--- config.mk ---
export PLATFORM = sky130hd
export DESIGN_NAME = fpu_dispatcher
export DESIGN_NICKNAME = d
export VERILOG_FILES = /design/src/rtl/fpu_dispatcher_pkg.sv /design/src/rtl/fpu_dispatcher_watchdog.sv /design/src/rtl/fpu_dispatcher.sv
export SDC_FILE = /design/constraint.sdc
export NUM_CORES = 1
export LEC_CHECK = 0
export ABC_AREA = 1
export BUFFER_PORTS_ARGS = -buffer_cell sky130_fd_sc_hd__buf_2
export CAP_MARGIN = 40
export CORE_MARGIN = 2
export CORE_UTILIZATION = 45
export CTS_CLUSTER_SIZE = 12
export DETAILED_ROUTE_END_ITERATION = 10
export PLACE_DENSITY = 0.74
export SYNTH_ARGS = -nofsm -noshare
export SYNTH_HDL_FRONTEND = slang
export SYNTH_SLANG_ARGS = --single-unit
--- constraint.sdc ---
create_clock -name clk -period 1.6 [get_ports clk]
set_input_delay 0.32 -clock clk [delete_from_list [all_inputs] [get_ports clk]]
set_output_delay 0.32 -clock clk [all_outputs]
set_load 0.02 [all_outputs]
--- src/rtl/fpu_dispatcher_pkg.sv ---
// rtl/fpu_dispatcher_pkg.sv - op codes, FSM state encodings and helpers shared by the FPU dispatcher
package fpu_dispatcher_pkg;

  // Operation codes understood by the fixed-point unit
  localparam logic [1:0] FPU_ADD  = 2'd0;
  localparam logic [1:0] FPU_SUB  = 2'd1;
  localparam logic [1:0] FPU_MUL  = 2'd2;
  localparam logic [1:0] FPU_SQRT = 2'd3;

  // Code driven whenever no operation is being issued; it is not MUL/SQRT,
  // so the unit's multi-cycle sequencers reset during it
  localparam logic [1:0] FPU_DISP_IDLE_OP = FPU_ADD;

  typedef enum logic [1:0] {
    FPU_DISP_IDLE  = 2'd0,
    FPU_DISP_ISSUE = 2'd1,
    FPU_DISP_WAIT  = 2'd2,
    FPU_DISP_RESP  = 2'd3
  } fpu_disp_state_e;

  // ADD and SUB complete combinationally in the unit within the issue cycle
  function automatic logic is_single_cycle(input logic [1:0] op);
    return (op == FPU_ADD) || (op == FPU_SUB);
  endfunction

endpackage

--- src/rtl/fpu_dispatcher_watchdog.sv ---
// rtl/fpu_dispatcher_watchdog.sv - WAIT-state cycle counter with limit compare (used under FPU_DISPATCH_TIMEOUT_EN)
module fpu_dispatch_watchdog #(
  parameter int TIMEOUT_CYCLES = 64
) (
  input  logic clk,
  input  logic reset,
  input  logic clear,
  input  logic count_en,
  output logic expired
);

  localparam int CW = $clog2(TIMEOUT_CYCLES + 1);

  logic [CW-1:0] count;

  // Count WAIT cycles; cleared in the cycle before WAIT is entered
  always_ff @(posedge clk or negedge reset) begin
    if (!reset) begin
      count <= '0;
    end else if (clear) begin
      count <= '0;
    end else if (count_en) begin
      count <= count + 1'b1;
    end
  end

  // Fires in the TIMEOUT_CYCLES-th WAIT cycle
  assign expired = count_en && (count == CW'(TIMEOUT_CYCLES - 1));

endmodule

--- src/rtl/fpu_dispatcher.sv ---
// rtl/fpu_dispatcher.sv - request/response controller for the fixed-point unit; optional watchdog via FPU_DISPATCH_TIMEOUT_EN
module fpu_dispatcher
  import fpu_dispatcher_pkg::*;
#(
  parameter int WIDTH          = 32,
  parameter int FBITS          = 10,
  parameter int TAG_W          = 4,
  parameter int TIMEOUT_CYCLES = 64
) (
  input  logic             clk,
  input  logic             reset,
  input  logic             req_valid,
  output logic             req_ready,
  input  logic [1:0]       req_op,
  input  logic [WIDTH-1:0] req_a,
  input  logic [WIDTH-1:0] req_b,
  input  logic [TAG_W-1:0] req_tag,
  output logic             resp_valid,
  input  logic             resp_ready,
  output logic [WIDTH-1:0] resp_result,
  output logic [TAG_W-1:0] resp_tag,
  output logic             resp_error,
  output logic [WIDTH-1:0] fpu_operand_1,
  output logic [WIDTH-1:0] fpu_operand_2,
  output logic [1:0]       fpu_operation,
  input  logic [WIDTH-1:0] fpu_result,
  input  logic             fpu_ready,
  output logic             busy
);

  // Elaboration-time sanity checks on the configuration
  if (FBITS >= WIDTH) begin : g_fbits_check
    $error("FBITS must be smaller than WIDTH");
  end
  if (TIMEOUT_CYCLES < 1) begin : g_timeout_check
    $error("TIMEOUT_CYCLES must be at least 1");
  end

  fpu_disp_state_e  state;
  logic [TAG_W-1:0] tag_q;
  logic             timeout_hit;

`ifdef FPU_DISPATCH_TIMEOUT_EN
  fpu_dispatch_watchdog #(
    .TIMEOUT_CYCLES(TIMEOUT_CYCLES)
  ) u_watchdog (
    .clk      (clk),
    .reset    (reset),
    .clear    (state == FPU_DISP_ISSUE),
    .count_en (state == FPU_DISP_WAIT),
    .expired  (timeout_hit)
  );
`else
  assign timeout_hit = 1'b0;
`endif

  // Handshake flags are decoded from state; req_ready is also held low during reset
  assign req_ready  = reset && (state == FPU_DISP_IDLE);
  assign resp_valid = (state == FPU_DISP_RESP);
  assign busy       = (state != FPU_DISP_IDLE);

  // Dispatch FSM; the unit-facing operand/op registers double as the request latch
  always_ff @(posedge clk or negedge reset) begin
    if (!reset) begin
      state         <= FPU_DISP_IDLE;
      tag_q         <= '0;
      fpu_operation <= FPU_DISP_IDLE_OP;
      fpu_operand_1 <= '0;
      fpu_operand_2 <= '0;
      resp_result   <= '0;
      resp_tag      <= '0;
      resp_error    <= 1'b0;
    end else begin
      case (state)
        FPU_DISP_IDLE: begin
          if (req_valid) begin
            fpu_operation <= req_op;
            fpu_operand_1 <= req_a;
            fpu_operand_2 <= req_b;
            tag_q         <= req_tag;
            state         <= FPU_DISP_ISSUE;
          end
        end
        FPU_DISP_ISSUE: begin
          // Any fpu_ready seen here for MUL/SQRT is left over from a previous op
          if (is_single_cycle(fpu_operation)) begin
            resp_result   <= fpu_result;
            resp_tag      <= tag_q;
            resp_error    <= 1'b0;
            fpu_operation <= FPU_DISP_IDLE_OP;
            fpu_operand_1 <= '0;
            fpu_operand_2 <= '0;
            state         <= FPU_DISP_RESP;
          end else begin
            state <= FPU_DISP_WAIT;
          end
        end
        FPU_DISP_WAIT: begin
          // A ready arriving with the limit still counts as normal completion
          if (fpu_ready) begin
            resp_result   <= fpu_result;
            resp_tag      <= tag_q;
            resp_error    <= 1'b0;
            fpu_operation <= FPU_DISP_IDLE_OP;
            fpu_operand_1 <= '0;
            fpu_operand_2 <= '0;
            state         <= FPU_DISP_RESP;
          end else if (timeout_hit) begin
            resp_result   <= '0;
            resp_tag      <= tag_q;
            resp_error    <= 1'b1;
            fpu_operation <= FPU_DISP_IDLE_OP;
            fpu_operand_1 <= '0;
            fpu_operand_2 <= '0;
            state         <= FPU_DISP_RESP;
          end
        end
        FPU_DISP_RESP: begin
          if (resp_ready) begin
            state <= FPU_DISP_IDLE;
          end
        end
        default: state <= FPU_DISP_IDLE;
      endcase
    end
  end

endmodule

==> key figures <==
Setup path
  – CP endpoint kind: flop
  – Max FO, Critical Path: 11
  – CP max stage delay: 0.42 ns
  – Worst EP arrival: 1.96 ns
  – Worst path required time: 1.88 ns
  – Worst r2r src: state[0]
  – Slowest cell on crit path: dfrtp_1
  – Worst path cell trace: buf_6, buf_6, ha_4, nand2_4, inv_4, nor2_4, buf_12, buf_12, nand3_1, nand2_1
  – Critical path origin: state[0]
  – CP startpoint kind: flop
  – Crit path kind: reg -> reg

Routing
  – Via-to-Cell Ratio: 4.72
  – DRC Markers: 0
  – Via count: 5,263
  – Number of DRC markers in iteration 0: 399
  – Drt total wl: 16.5 mm
  – Wirelength per Cell: 14.8 um
  – Drt first pass iters: 4
  – ANT nets after route: 0

Yosys
  – Unique masters post-synth: 19
  – Syn Inst Count: 712
  – Number of synthesized register bits: 108
  – Post-synth top area cell: dfrtp_1
  – Commonest register cell after synthesis: dfrtp_1
  – Most frequent cell after synthesis: nand2_1
  – Top cells by count, synth: nand2_1 (198), inv_1 (142), dfrtp_1 (108), nand3_1 (74), nor2_1 (68)
  – Net Count, Synth: 824
  – Post-synthesis cell area: 5580 um2
  – Top area cells in the synthesized netlist: dfrtp_1 (48%), nand2_1 (13%), inv_1 (9.6%)
  – Register area share after synthesis: 48.5%
  – Synth async-reset ratio: 100%
  – Synth top area share: 48.5%
  – Syn Area/Cell: 7.83 um2
  – Yosys warning count: 0
  – Post-synth EDFFs: 0

Power and ir drop
  – Power per Cell Area: 2380 nW/um2
  – Power consumption: 19.0 mW
  – Pleak: 4.86 nW
  – Worst VDD drop: 1.26 mV

Die
  – Row cnt: 40
  – Initial Utilization: 46.2%
  – Full die area: 13,300 um2
  – Top-Level Pins: 213
  – Core outline area: 12,100 um2
  – Die Span Y: 115 um
  – DIE WIDTH: 115 um

Layout
  – Nets: 1,054
  – Final Core Density: 66.3%
  – Fin area: 7990 um2
  – Fillers: 995
  – Share of cells above drive strength 1: 37.3%
  – Synth-to-layout area growth: 43.4%

Timing
  – Final setup margin: -0.0750 ns
  – Worst slew pin tran: 0.574 ns
  – Final setup violation count: 104
  – Max_slew headroom: 61.7%
  – Top achievable clock speed: 0.597 GHz
  – Max-slew violation count: 0
  – Final TNS setup: -4.16 ns
  – Clk_skew: 0.00748 ns
  – Hold WS: 0.105 ns
  – Final cycle utilization of the critical path: 105%
  – RSZ-0062 raised after global routing: yes
  – Final hold vios: 0
  – Fin crit period: 1.67 ns

Run
  – Max-cap viol count: 0

Global routing
  – First-pass GRT wire length: 22.1 mm
  – Largest net degree at the start of global routing: 109
  – Total GRT Usage: 20.9%
  – Initial antenna violation count: 1
  – Grt total ovfl: 0
  – Vias in the first global route: 4,732

Clocking
  – Sink Count: 108
  – CTS Hold Bufs: 0
  – CTS root buffer: clkbuf_16
  – Clock transition at path regs: 0.07 ns
  – CTS Buf Count: 9
  – CTS tree: done
  – Clk buf depth: 2
  – # H-tree levels: 3
  – Clk_lat worst skew: 0.35 ns

Placed design
  – Placed inst area: 6860 um2
  – Post-DP HPWL: 9.12 mm
  – Routability cong.: 0.788
  – PortBufs: 211

Outcome
  – Failing checks: negative setup slack
  – Status: finished with violations

Worst hold path
  – Hold WC Path Type: in -> async
==> worst max-delay path: cells and delay by family, from the launching register on <==
| kind | cells | cell delay (ns) |
|---|---|---|
| AND/OR/NAND/NOR | 4 | 0.42 |
| buffers and inverters | 5 | 0.59 |
| adder cells (fa/ha/maj) | 1 | 0.17 |
| flip-flops | 1 | 0.42 |
==> repair_timing <==
item	in CTS	in global routing
cloned	0	22
endpoints found under the setup margin	3	105
setup buffers	5	8
pin swaps	3	53
resized for setup	13	53
==> routing by layer <==
metal	up-vias	routed length (um)	global-route usage, %
li1	2580	-	-
met1	2462	6980	27.0
met2	181	8120	34.2
met3	40	894	3.32
met4	0	486	10.0
met5	-	0	0
==> state kept, by name (all words and copies together) (netlist names) <==
name / flops
state: 2
tag_q: 4
fpu_operation: 2
resp_tag: 4
fpu_operand_2: 32
fpu_operand_1: 32
resp_result: 32
==> kinds of logic (layout without fill, tap and decap cells) <==
group | after synthesis | after routing | synth area share, %
AO/OA/AOI/OAI | 67 | 67 | 10.9
adder cells (fa/ha/maj) | 5 | 5 | 1.12
buffers and inverters | 188 | 423 | 14.5
flip-flops | 108 | 108 | 48.5
other | 1 | 2 | 0.0673
AND/OR/NAND/NOR | 343 | 343 | 25.0
==> worst paths after layout <==
path,slack [ns],to,depth (start not counted)
worst max-delay path,-0.07,fpu_operation[0],10
worst min-delay path,0.10,fpu_operand_1[3],2
worst max register to register,-0.07,fpu_operation[0],10
worst min register to register,0.48,resp_result[2],2
max in group asynchronous,1.08,fpu_operand_2[0],2
min in group clk,0.16,resp_result[16],3
==> final cells by class <==
cell class              count  area (um2)  area share (%)
well taps                 168         210            2.63
diodes                      1        2.50          0.0313
clock buffers               9         225            2.82
inverters                 145         547            6.84
repair buffers            262        1930            24.2
multi-input cells         416        2280            28.6
clock inverters             7        90.1            1.13
flip-flops and latches    108        2700            33.8
==> power by group <==
group / total, mW / switching, mW / internal (mW)
Sequential: 4.56 / 0.609 / 3.95
Clock: 2.35 / 1.09 / 1.26
Combinational: 12.1 / 7.00 / 5.11
Total: 19.0 / 8.69 / 10.3
==> metrics by stage <==
stage	setup WS [ns]	cells
after floorplan	0.0338	712
after global placement	0.0966	1064
after detailed placement	0.0527	1064
after CTS	-0.00848	1085
after global routing	-0.135	1116
final	-0.0750	1116
==> layout by cell type (no fill, tap or decap), drive strengths merged <==
cell type,count
bufinv,1
clkinv,2
clkbuf,21
nor2,70
inv,149
nand3,74
a21oi,1
conb,1
buf,250
dfrtp,108
diode,1
o21bai,66
nand2,199
ha,5
Note: power is estimated with default switching activity, not from simulation.
